--- src/rtl/mac_pkg.sv ---
// mac_pkg: shared constants and FSM state type for the MAC stream feeder
package mac_pkg;
    localparam int DATA_W  = 64;
    localparam int LEN_W   = 16;
    localparam int RES_W   = 16;
    localparam int NUM_CH  = 4;
    localparam int MAC_LAT = 2;
    typedef enum logic [2:0] {
        ST_IDLE,
        ST_CLEAR,
        ST_GATHER,
        ST_DRAIN,
        ST_READ,
        ST_DONE
    } feeder_state_t;
endpackage

--- src/rtl/mac_stream_feeder_beat_packer.sv ---
// beat_packer: packs four consecutive stream words into one beat of channel registers
module beat_packer #(
    parameter int DATA_W = mac_pkg::DATA_W
) (
    input  logic                                      clk,
    input  logic                                      rst_n,
    input  logic                                      accept_i,
    input  logic [DATA_W-1:0]                         data_i,
    output logic                                      beat_done_o,
    output logic                                      mac_en_o,
    output logic [mac_pkg::NUM_CH-1:0][DATA_W-1:0]    ch_o
);
    import mac_pkg::*;

    logic [1:0]                    widx_q;
    logic [NUM_CH-2:0][DATA_W-1:0] stage_q;

    assign beat_done_o = accept_i && (widx_q == 2'(NUM_CH - 1));

    // Stage the first three words; the fourth goes straight to channel 3 with the staged ones
    always_ff @(posedge clk) begin
        if (!rst_n) begin
            widx_q   <= '0;
            stage_q  <= '0;
            ch_o     <= '0;
            mac_en_o <= 1'b0;
        end else begin
            mac_en_o <= beat_done_o;
            if (accept_i)
                widx_q <= widx_q + 2'd1;
            for (int i = 0; i < NUM_CH - 1; i++)
                if (accept_i && widx_q == 2'(i))
                    stage_q[i] <= data_i;
            if (beat_done_o)
                ch_o <= {data_i, stage_q};
        end
    end
endmodule

--- src/rtl/mac_stream_feeder.sv ---
// mac_stream_feeder: feeds packed operand beats to the MAC array and returns its dot product
module mac_stream_feeder #(
    parameter int DATA_W  = mac_pkg::DATA_W,
    parameter int LEN_W   = mac_pkg::LEN_W,
    parameter int RES_W   = mac_pkg::RES_W,
    parameter int MAC_LAT = mac_pkg::MAC_LAT
) (
    input  logic              clk,
    input  logic              rst_n,
    input  logic              start,
    input  logic [LEN_W-1:0]  vec_len,
    input  logic [RES_W-1:0]  bias_in,
    input  logic              s_valid,
    input  logic [DATA_W-1:0] s_data,
    output logic              s_ready,
    output logic [DATA_W-1:0] DMA_channel_0,
    output logic [DATA_W-1:0] DMA_channel_1,
    output logic [DATA_W-1:0] DMA_channel_2,
    output logic [DATA_W-1:0] DMA_channel_3,
    output logic              mac_en,
    output logic              mac_clr,
    output logic [RES_W-1:0]  mac_bias,
    output logic              mac_read_en,
    input  logic [RES_W-1:0]  mac_dot_product,
    output logic [RES_W-1:0]  result,
    output logic              result_valid,
    output logic              busy
);
    import mac_pkg::*;

    localparam int CNT_W = $clog2(MAC_LAT + 1);

    feeder_state_t                 state_q, state_d;
    logic [LEN_W-1:0]              beats_q, beats_d;
    logic [CNT_W-1:0]              drain_q, drain_d;
    logic [RES_W-1:0]              bias_q, bias_d;
    logic [RES_W-1:0]              result_q, result_d;
    logic                          accept;
    logic                          beat_done;
    logic [NUM_CH-1:0][DATA_W-1:0] ch;

    assign s_ready       = state_q == ST_GATHER;
    assign accept        = s_valid && s_ready;
    assign mac_clr       = state_q == ST_CLEAR;
    assign mac_read_en   = state_q == ST_READ;
    assign result_valid  = state_q == ST_DONE;
    assign busy          = state_q != ST_IDLE;
    assign mac_bias      = bias_q;
    assign result        = result_q;
    assign DMA_channel_0 = ch[0];
    assign DMA_channel_1 = ch[1];
    assign DMA_channel_2 = ch[2];
    assign DMA_channel_3 = ch[3];

    beat_packer #(.DATA_W(DATA_W)) u_packer (
        .clk        (clk),
        .rst_n      (rst_n),
        .accept_i   (accept),
        .data_i     (s_data),
        .beat_done_o(beat_done),
        .mac_en_o   (mac_en),
        .ch_o       (ch)
    );

    // Command sequencing: clear, gather N beats, wait for the array pipeline, read, report
    always_comb begin
        state_d  = state_q;
        beats_d  = beats_q;
        drain_d  = drain_q;
        bias_d   = bias_q;
        result_d = result_q;
        case (state_q)
            ST_IDLE: begin
                if (start) begin
                    beats_d = vec_len;
                    bias_d  = bias_in;
                    state_d = ST_CLEAR;
                end
            end
            ST_CLEAR: begin
                drain_d = CNT_W'(MAC_LAT - 1);
                state_d = beats_q != '0 ? ST_GATHER : ST_DRAIN;
            end
            ST_GATHER: begin
                if (beat_done) begin
                    beats_d = beats_q - LEN_W'(1);
                    state_d = beats_q == LEN_W'(1) ? ST_DRAIN : ST_GATHER;
                end
            end
            ST_DRAIN: begin
                drain_d = drain_q - CNT_W'(1);
                state_d = drain_q == '0 ? ST_READ : ST_DRAIN;
            end
            ST_READ: begin
                result_d = mac_dot_product;
                state_d  = ST_DONE;
            end
            ST_DONE:  state_d = ST_IDLE;
            default:  state_d = ST_IDLE;
        endcase
    end

    // State, counters, bias and captured result registers
    always_ff @(posedge clk) begin
        if (!rst_n) begin
            state_q  <= ST_IDLE;
            beats_q  <= '0;
            drain_q  <= '0;
            bias_q   <= '0;
            result_q <= '0;
        end else begin
            state_q  <= state_d;
            beats_q  <= beats_d;
            drain_q  <= drain_d;
            bias_q   <= bias_d;
            result_q <= result_d;
        end
    end
endmodule
--- config.mk ---
export PLATFORM = sky130hd
export DESIGN_NAME = mac_stream_feeder
export DESIGN_NICKNAME = d
export VERILOG_FILES = /design/src/rtl/mac_pkg.sv /design/src/rtl/mac_stream_feeder_beat_packer.sv /design/src/rtl/mac_stream_feeder.sv
export SDC_FILE = /design/constraint.sdc
export NUM_CORES = 1
export LEC_CHECK = 0
export ABC_AREA = 1
export CAP_MARGIN = 40
export CELL_PAD_IN_SITES_DETAIL_PLACEMENT = 0
export CELL_PAD_IN_SITES_GLOBAL_PLACEMENT = 1
export CORE_MARGIN = 10
export CORE_UTILIZATION = 36
export DETAILED_ROUTE_END_ITERATION = 10
export GPL_TIMING_DRIVEN = 0
export PLACE_DENSITY = 0.89
export SYNTH_ARGS = -nofsm -noshare
export SYNTH_HDL_FRONTEND = slang
export SYNTH_SLANG_ARGS = --single-unit
--- constraint.sdc ---
create_clock -name clk -period 1.8 [get_ports clk]
set_input_delay 0.36 -clock clk [delete_from_list [all_inputs] [get_ports clk]]
set_output_delay 0.36 -clock clk [all_outputs]
set_load 0.02 [all_outputs]
==> results of run 1 <==
-- sequential cells by signal, indices dropped and copies added (netlist names) --
register / count
u_packer.widx_q: 2
drain_q: 2
beats_q: 16
u_packer.ch_o: 256
u_packer.mac_en_o: 1
state_q: 3
mac_bias: 16
u_packer.stage_q: 192
result: 16
-- per-stage QoR --
stage | instances | util, %
2_1_floorplan | 2359 | -
3_3_place_gp | 3440 | 46.3
3_5_place_dp | 3445 | 46.5
4_1_cts | 3543 | 49.7
5_1_grt | 3547 | 50.3
6_report | 3548 | 50.3
-- power by group through the flow --
stage / Sequential (W) / Clock (W) / Combinational, W
floorplan: 0.0124 / 0 / 0.00258
global placement: 0.0123 / 0 / 0.00447
detailed placement: 0.0123 / 0 / 0.00452
CTS: 0.0121 / 0.0106 / 0.00487
global route: 0.0121 / 0.0110 / 0.00560
finish: 0.0121 / 0.0104 / 0.00507
-- final cells by class --
cell class	instances	area, um2	share of cell area [%]
sequential	504	10100	39.9
multi-input combinational	1489	6970	27.5
timing repair buffer	433	3990	15.8
clock buffer	78	1510	5.96
buffer	181	1120	4.43
tap	672	841	3.32
inverter	179	679	2.68
clock inverter	10	108	0.425
antenna	2	5.00	0.0198
-- logic make-up (layout without fill, tap and decap cells) --
group / count (synthesis) / count (layout)
xor+xnor: 1 / 1
simple gates: 814 / 814
compound gates: 666 / 666
buf+inv: 366 / 881
fa+ha+maj: 8 / 8
other cells: 0 / 2
flops: 504 / 504
-- cells in the final DEF (no fill, tap or decap), drive strengths merged --
cell type | Yosys | layout
a21oi | 484 | 484
inv | 178 | 180
nand3 | 211 | 211
o22ai | 3 | 3
xor2 | 1 | 1
or2 | 1 | 1
bufbuf | 0 | 1
clkinv | 1 | 7
a31oi | 1 | 1
nor3 | 3 | 3
diode | 0 | 2
nand4 | 1 | 1
nor2 | 320 | 320
o211ai | 1 | 1
o21ai | 177 | 177
dlygate4sd2 | 0 | 289
clkbuf | 122 | 185
nand2 | 277 | 277
bufinv | 0 | 2
dfxtp | 504 | 504
clkdlybuf4s50 | 0 | 115
ha | 8 | 8
and2 | 1 | 1
buf | 65 | 102
-- worst min-delay path by stage --
stage	startpoint	to	slack (ns)	cells after the start
after floorplan	drain_q[0]$_SDFFE_PN0P_	drain_q[0]$_SDFFE_PN0P_	0.42	1
after detailed placement	mac_bias[5]$_SDFFE_PN0P_	mac_bias[5]$_SDFFE_PN0P_	0.44	2
after CTS	mac_dot_product[10]	result[10]$_SDFFE_PN0P_	0.33	3
after global placement	mac_bias[0]$_SDFFE_PN0P_	mac_bias[0]$_SDFFE_PN0P_	0.43	2
final	mac_dot_product[2]	result[2]$_SDFFE_PN0P_	0.36	3
after global routing	mac_dot_product[9]	result[9]$_SDFFE_PN0P_	0.36	3
-- critical path, cell delays in order (launching register included) --
cell,delay (ns)
sky130_fd_sc_hd__dfxtp_2,0.34
sky130_fd_sc_hd__inv_2,0.06
sky130_fd_sc_hd__buf_4,0.13
sky130_fd_sc_hd__nor2_4,0.08
sky130_fd_sc_hd__nand2_2,0.08
sky130_fd_sc_hd__inv_2,0.08
sky130_fd_sc_hd__buf_6,0.12
-- what timing repair did --
item / in CTS / in global routing
pin swaps: 6 / 3
gates resized for setup: 437 / 166
buffers inserted: 13 / 5
gates cloned: 1 / 0
endpoints found under the setup margin: 764 / 398
-- layer usage --
| layer | track usage [%] | part of all wire (%) | routed length (um) | up-vias |
|---|---|---|---|---|
| met5 | 0 | 0 | 0 | - |
| met4 | 7.48 | 2.7 | 1860 | 0 |
| met3 | 5.38 | 7.3 | 5070 | 98 |
| met2 | 37.7 | 48 | 33600 | 561 |
| li1 | - | - | - | 8683 |
| met1 | 26.7 | 42 | 29200 | 8318 |
==> summary.txt, run 1 <==
Worst setup path
  • Critical path startpoint category: flop
  • Number of cells traversed by the worst register-to-register path: 10
  • Worst setup path start: state_q[0]$_SDFFE_PN0P_
  • Launching point of the worst reg2reg path: state_q[0]$_SDFFE_PN0P_
  • Internal reg-to-reg setup slack: 0.02 ns
  • Critical Setup Path Class: reg -> out
  • Critical path destination: mac_clr
  • Required time at the endpoint of the critical path: 1.44 ns
  • Maximum fanout encountered on the critical timing path: 3
  • Reg-to-reg critical path endpoint: u_packer.stage_q[21]$_SDFFE_PN0P_
  • Kind of end point of the critical path: output pin
  • Worst path arrival time: between 1 and 1.5 ns

Global routing
  • Global-route wire length before repair: 104000 um
  • Antenna violations before repair: 2
  • Largest net degree at the start of global routing: 18
  • GRT Residual Overflow: 0
  • Via count of the first global-routing pass: 17200
  • Overall fraction of global-route tracks in use: ~22%

Power and ir drop
  • Static leakage power: around 10 nW
  • Sw frac: 28.6%
  • Fraction of power consumed by combinational cells: roughly 18%
  • Sequential fraction of design power: 43.8%
  • Part of the power in the clock network: 37.8%
  • Power Dens Cells: roughly 1100 nW/um2
  • Total power: roughly 0.028 W
  • Peak ir drop on the vdd network: 0.678 mV
  • NetSw: 0.00789 W
  • Internal portion of total power: roughly 0.020 W

Place
  • Pre-CTS setup slack: -1.04 ns
  • Detailed placer's ending HPWL: ~53000 um
  • RD Place Congestion: 0.858
  • Number of port buffers: 409
  • Placed Area: about 23000 um2

Synth
  • EDFF count, synth: 0
  • Most frequently used cell type in the post-synthesis netlist: sky130_fd_sc_hd__dfxtp_1
  • Largest cells by area after synthesis: sky130_fd_sc_hd__dfxtp_1 (55%), sky130_fd_sc_hd__a21oi_1 (13%), sky130_fd_sc_hd__nor2_1 (6.5%), sky130_fd_sc_hd__nand3_1 (5.7%), sky130_fd_sc_hd__nand2_1 (5.6%)
  • Post-synthesis share of cell area spent on and, or, nand and nor gates: 18.3%
  • Share of synthesized area occupied by flip-flops and latches: a little over half
  • Cell area after technology mapping: 18400 um2
  • Post-Synth Adder-Cell Area: 0.544%
  • Gate Count Post-Synth: 2359
  • Most area-hungry cell type in the Yosys netlist: sky130_fd_sc_hd__dfxtp_1
  • Xor/xnor cell area share of the yosys netlist: less than 1%
  • Count of yosys warnings during synthesis: 0
  • Portion of netlist area occupied by mux cells: 0%
  • Synthesized area per cell: 7.80 um2
  • Post-synth top area share: 54.9%
  • FF+latch count, synth: 504
  • Most frequently used flop master after synthesis: sky130_fd_sc_hd__dfxtp_1
  • Largest family of logic cells by synthesized area: simple AND/OR/NAND/NOR gates
  • Most numerous cell types in the synthesized netlist: sky130_fd_sc_hd__dfxtp_1 (504), sky130_fd_sc_hd__a21oi_1 (484), sky130_fd_sc_hd__nor2_1 (317)
  • Number of different library cells in the post-synthesis netlist: 29
  • Post-synthesis compound-gate area fraction: 18.2%
  • Share of flip-flops with an asynchronous set or reset after synthesis: 0%
  • Net count of the mapped netlist: 2483

STA
  • Fmax: 0.545 GHz
  • Portion of the clock cycle consumed by the worst path in the final layout: 102%
  • Worst Clk Skew: 0.0140 ns
  • Hold slack: about 0.36 ns
  • Final hold violations: 0
  • Unrepaired setup endpoints after global routing: true
  • Minimum clock period: 1.83 ns
  • Worst max-slew margin expressed relative to the limit: 58.8%
  • TNS Setup: -0.0586 ns
  • Final setup fails: 2
  • Post-route worst setup slack: -0.0336 ns
  • Pins over their slew limit: 0
  • Slew at the pin closest to its max-slew limit: 0.617 ns

Clock tree
  • Buffers from clock root to sink, at most: 3
  • Worst-Skew Late Latency: 0.59 ns
  • Sink count of the clock tree: 504
  • H-tree levels: 2
  • Clock tree from TritonCTS: done
  • Clock-pin slew on the worst setup and hold paths: 0.06 ns
  • Number of buffers created by CTS: between 50 and 60
  • Cts hold-fix bufs: 0
  • Master cell of the clock root buffer: sky130_fd_sc_hd__clkbuf_16

Floorplan
  • Site Rows: 82
  • Core ar.: 50400 um2
  • Die area: between 60000 and 70000 um2
  • Initial core utilization: between 30% and 40%
  • Number of top-level design ports: 410
  • Die Span X: 246 um
  • Die Y-Extent: 246 um

Status
  • Violated checks: negative setup slack
  • Status: finished, violations left

Drt
  • Antenna-violating nets left: 0
  • Count of TritonRoute iterations in the first routing pass: 5
  • Final routed wire length divided by cell count: 19.7 um
  • Violation count after the first detailed-route iteration: 977
  • Detailed-route wire length: 69800 um
  • Total number of vias: 17700
  • Remaining design rule violation count: 0
  • Average via count per standard cell: 4.98

Finish
  • Fill cell count: 4922
  • Final non-filler cell area: approximately 25000 um2
  • Area Growth Syn to Fin: 37.7%
  • Number of nets in the final layout: just under 3000
  • Share of cells above drive strength 1: about a tenth

Flow run
  • Count of max-cap constraint violations: 0

Min path
  • Worst hold-check path type: in -> reg
Note: power is estimated with default switching activity, not from simulation.
==> run 2: changes to the inputs <==
--- a/config.mk
+++ b/config.mk
@@ -14,6 +14,7 @@
 export DETAILED_ROUTE_END_ITERATION = 10
 export GPL_TIMING_DRIVEN = 0
 export PLACE_DENSITY = 0.89
+export SKIP_CTS_REPAIR_TIMING = 1
 export SYNTH_ARGS = -nofsm -noshare
 export SYNTH_HDL_FRONTEND = slang
 export SYNTH_SLANG_ARGS = --single-unit
==> summary.txt, run 2 (synthesis gave the netlist of run 1 again) <==
Status
  • Status: finished, violations left
  • Violated checks: negative setup slack

STA
  • TNS Setup: -1.84 ns
  • Portion of the clock cycle consumed by the worst path in the final layout: 105%
  • Final hold violations: 0
  • Slew at the pin closest to its max-slew limit: 0.696 ns
  • Worst max-slew margin expressed relative to the limit: between 50% and 60%
  • Final setup fails: 71
  • Worst Clk Skew: 0.0171 ns
  • Post-route worst setup slack: -0.0949 ns
  • Unrepaired setup endpoints after global routing: true
  • Fmax: 0.528 GHz
  • Minimum clock period: 1.89 ns
  • Pins over their slew limit: 0

Finish
  • Area Growth Syn to Fin: 53.6%
  • Share of cells above drive strength 1: 16.7%
  • Commonest cells after routing, fill and taps aside: sky130_fd_sc_hd__dfxtp_1 (501), sky130_fd_sc_hd__a21oi_1 (412), sky130_fd_sc_hd__dlymetal6s2s_1 (289)
  • Most common library cell in the layout ignoring fill and taps: sky130_fd_sc_hd__dfxtp_1
  • Util after Layout: 56.1%
  • Most flop-heavy register: u_packer.ch_o
  • Final instance count without filler cells: 3574
  • Number of nets in the final layout: 2991
  • Final non-filler cell area: 28300 um2
  • Biggest regs: u_packer.ch_o: 256 flops, u_packer.stage_q: 192 flops
  • Max reg flops: 256
  • Fill cell count: 4428

Floorplan
  • Site Rows: 82
  • Die Y-Extent: 246 um
  • Core ar.: between 50000 and 60000 um2
  • Number of top-level design ports: 410
  • Die area: slightly above 60000 um2
  • Initial core utilization: between 30% and 40%
  • Die Span X: approximately 250 um

Clock tree
  • H-tree levels: 2
  • Number of buffers created by CTS: 52
  • Master cell of the clock root buffer: sky130_fd_sc_hd__clkbuf_16
  • Sink count of the clock tree: just over 500
  • Clock tree from TritonCTS: done
  • Buffers from clock root to sink, at most: 3
  • Clock-pin slew on the worst setup and hold paths: 0.06 ns
  • Worst-Skew Late Latency: 0.60 ns

Global routing
  • Largest net degree at the start of global routing: 14
  • Global-route wire length before repair: 103000 um
  • Via count of the first global-routing pass: approximately 17000
  • Antenna violations before repair: 1
  • Overall fraction of global-route tracks in use: 21.9%
  • GRT Residual Overflow: 0

Drt
  • Count of TritonRoute iterations in the first routing pass: 5
  • Antenna-violating nets left: 0
  • Violation count after the first detailed-route iteration: 1185
  • Remaining design rule violation count: 0
  • Detailed-route wire length: roughly 75000 um
  • Wire length on met1: 30900 um
  • Average via count per standard cell: 5.10
  • Final routed wire length divided by cell count: 21.0 um
  • Max layer used: met4
  • Metal3 WL: around 5300 um
  • Detailed route wirelength on metal2: 36100 um
  • Total number of vias: 18200

Worst setup path
  • Series of cell instances along the critical path: inv_4 -> nand2_4 -> nor2_4 -> buf_6 -> buf_6
  • Critical path startpoint category: flop
  • Maximum fanout encountered on the critical timing path: 10
  • Peak per-stage delay on the critical path: between 0.3 and 0.4 ns
  • Buffers & Inverters on Critical Path: 3
  • Critical Setup Path Class: reg -> out
  • Kind of end point of the critical path: output pin
  • Required time at the endpoint of the critical path: 1.44 ns
  • Cell mode on critical path: sky130_fd_sc_hd__buf_6
  • Stages on the worst setup path: 5
  • Worst path top cell family by delay: flip-flops
  • Internal reg-to-reg setup slack: -0.07 ns
  • Critical-path cell with the highest stage delay: sky130_fd_sc_hd__dfxtp_4
  • Worst path arrival time: 1.53 ns
  • Number of cells traversed by the worst register-to-register path: 10

Flow run
  • Count of max-cap constraint violations: 0

Place
  • Placed Cells: approximately 3400
  • Number of port buffers: 409
  • RD Place Congestion: 0.858
  • Placed Area: 23400 um2
  • Detailed placer's ending HPWL: about 53000 um

Power and ir drop
  • Power Dens Cells: 997 nW/um2
  • Peak ir drop on the vdd network: 0.698 mV
  • Static leakage power: 15.0 nW

Min path
  • Cells on Worst Hold Path: 3
  • Worst hold-check path type: in -> reg
run 2: changes by cell type in the layout (fill, tap and decap cells not counted), moves of 18 or more:
| cell | delta |
|---|---|
| sky130_fd_sc_hd__dlygate4sd2_1 | -289 |
| sky130_fd_sc_hd__dlymetal6s2s_1 | +289 |
| sky130_fd_sc_hd__nor2_1 | -91 |
| sky130_fd_sc_hd__nor2_4 | +71 |
| sky130_fd_sc_hd__a21oi_1 | -65 |
| sky130_fd_sc_hd__a21oi_2 | +64 |
| sky130_fd_sc_hd__buf_12 | +22 |
| sky130_fd_sc_hd__nor2_2 | +20 |
| sky130_fd_sc_hd__buf_2 | -18 |
| sky130_fd_sc_hd__clkbuf_16 | +18 |
run 2: cell type report:
| class | count | area (um2) | area share (%) |
|---|---|---|---|
| Clock inverter | 10 | 108 | 0.381 |
| Buffer | 182 | 1530 | 5.40 |
| Sequential cell | 504 | 10100 | 35.7 |
| Timing Repair Buffer | 458 | 5600 | 19.8 |
| Clock buffer | 78 | 1510 | 5.34 |
| Antenna cell | 1 | 2.50 | 0.00886 |
| Multi-Input combinational cell | 1490 | 7890 | 27.9 |
| Inverter | 179 | 684 | 2.42 |
| Tap cell | 672 | 841 | 2.98 |
run 2: path summary, 6_finish.rpt:
path                                    end                      start
max reg2reg  u_packer.ch_o[62]$_SDFFE_PN0P_    state_q[0]$_SDFFE_PN0P_
max                             mac_read_en    state_q[1]$_SDFFE_PN0P_
min reg2reg       mac_bias[13]$_SDFFE_PN0P_  mac_bias[13]$_SDFFE_PN0P_
min                 result[13]$_SDFFE_PN0P_        mac_dot_product[13]
run 2: where the power goes:
part | switching [W] | internal [W]
logic | 0.00347 | 0.00214
clock network | 0.00442 | 0.00603
registers | 0.000314 | 0.0118
run 2: tightest hold or removal path, stage by stage:
cell and delay [ns]:
sky130_fd_sc_hd__clkdlybuf4s50_1 0.40, sky130_fd_sc_hd__nor2_1 0.10, sky130_fd_sc_hd__nor2_1 0.05
run 2: layer usage:
metal | up-vias | GRT usage [%]
li1 | 8749 | -
met1 | 8725 | 26.5
met2 | 632 | 37.4
met3 | 136 | 5.45
met4 | 0 | 7.22
met5 | - | 0
run 2: stage by stage:
step	worst slack [ns]	hold WS, ns	power, W
finish	-0.0949	0.368	0.0282
global route	-0.158	0.362	0.0293
CTS	-1.10	0.330	0.0272
detailed placement	-1.04	0.435	0.0168
global placement	-1.12	0.434	0.0168
floorplan	0.238	0.422	0.0150
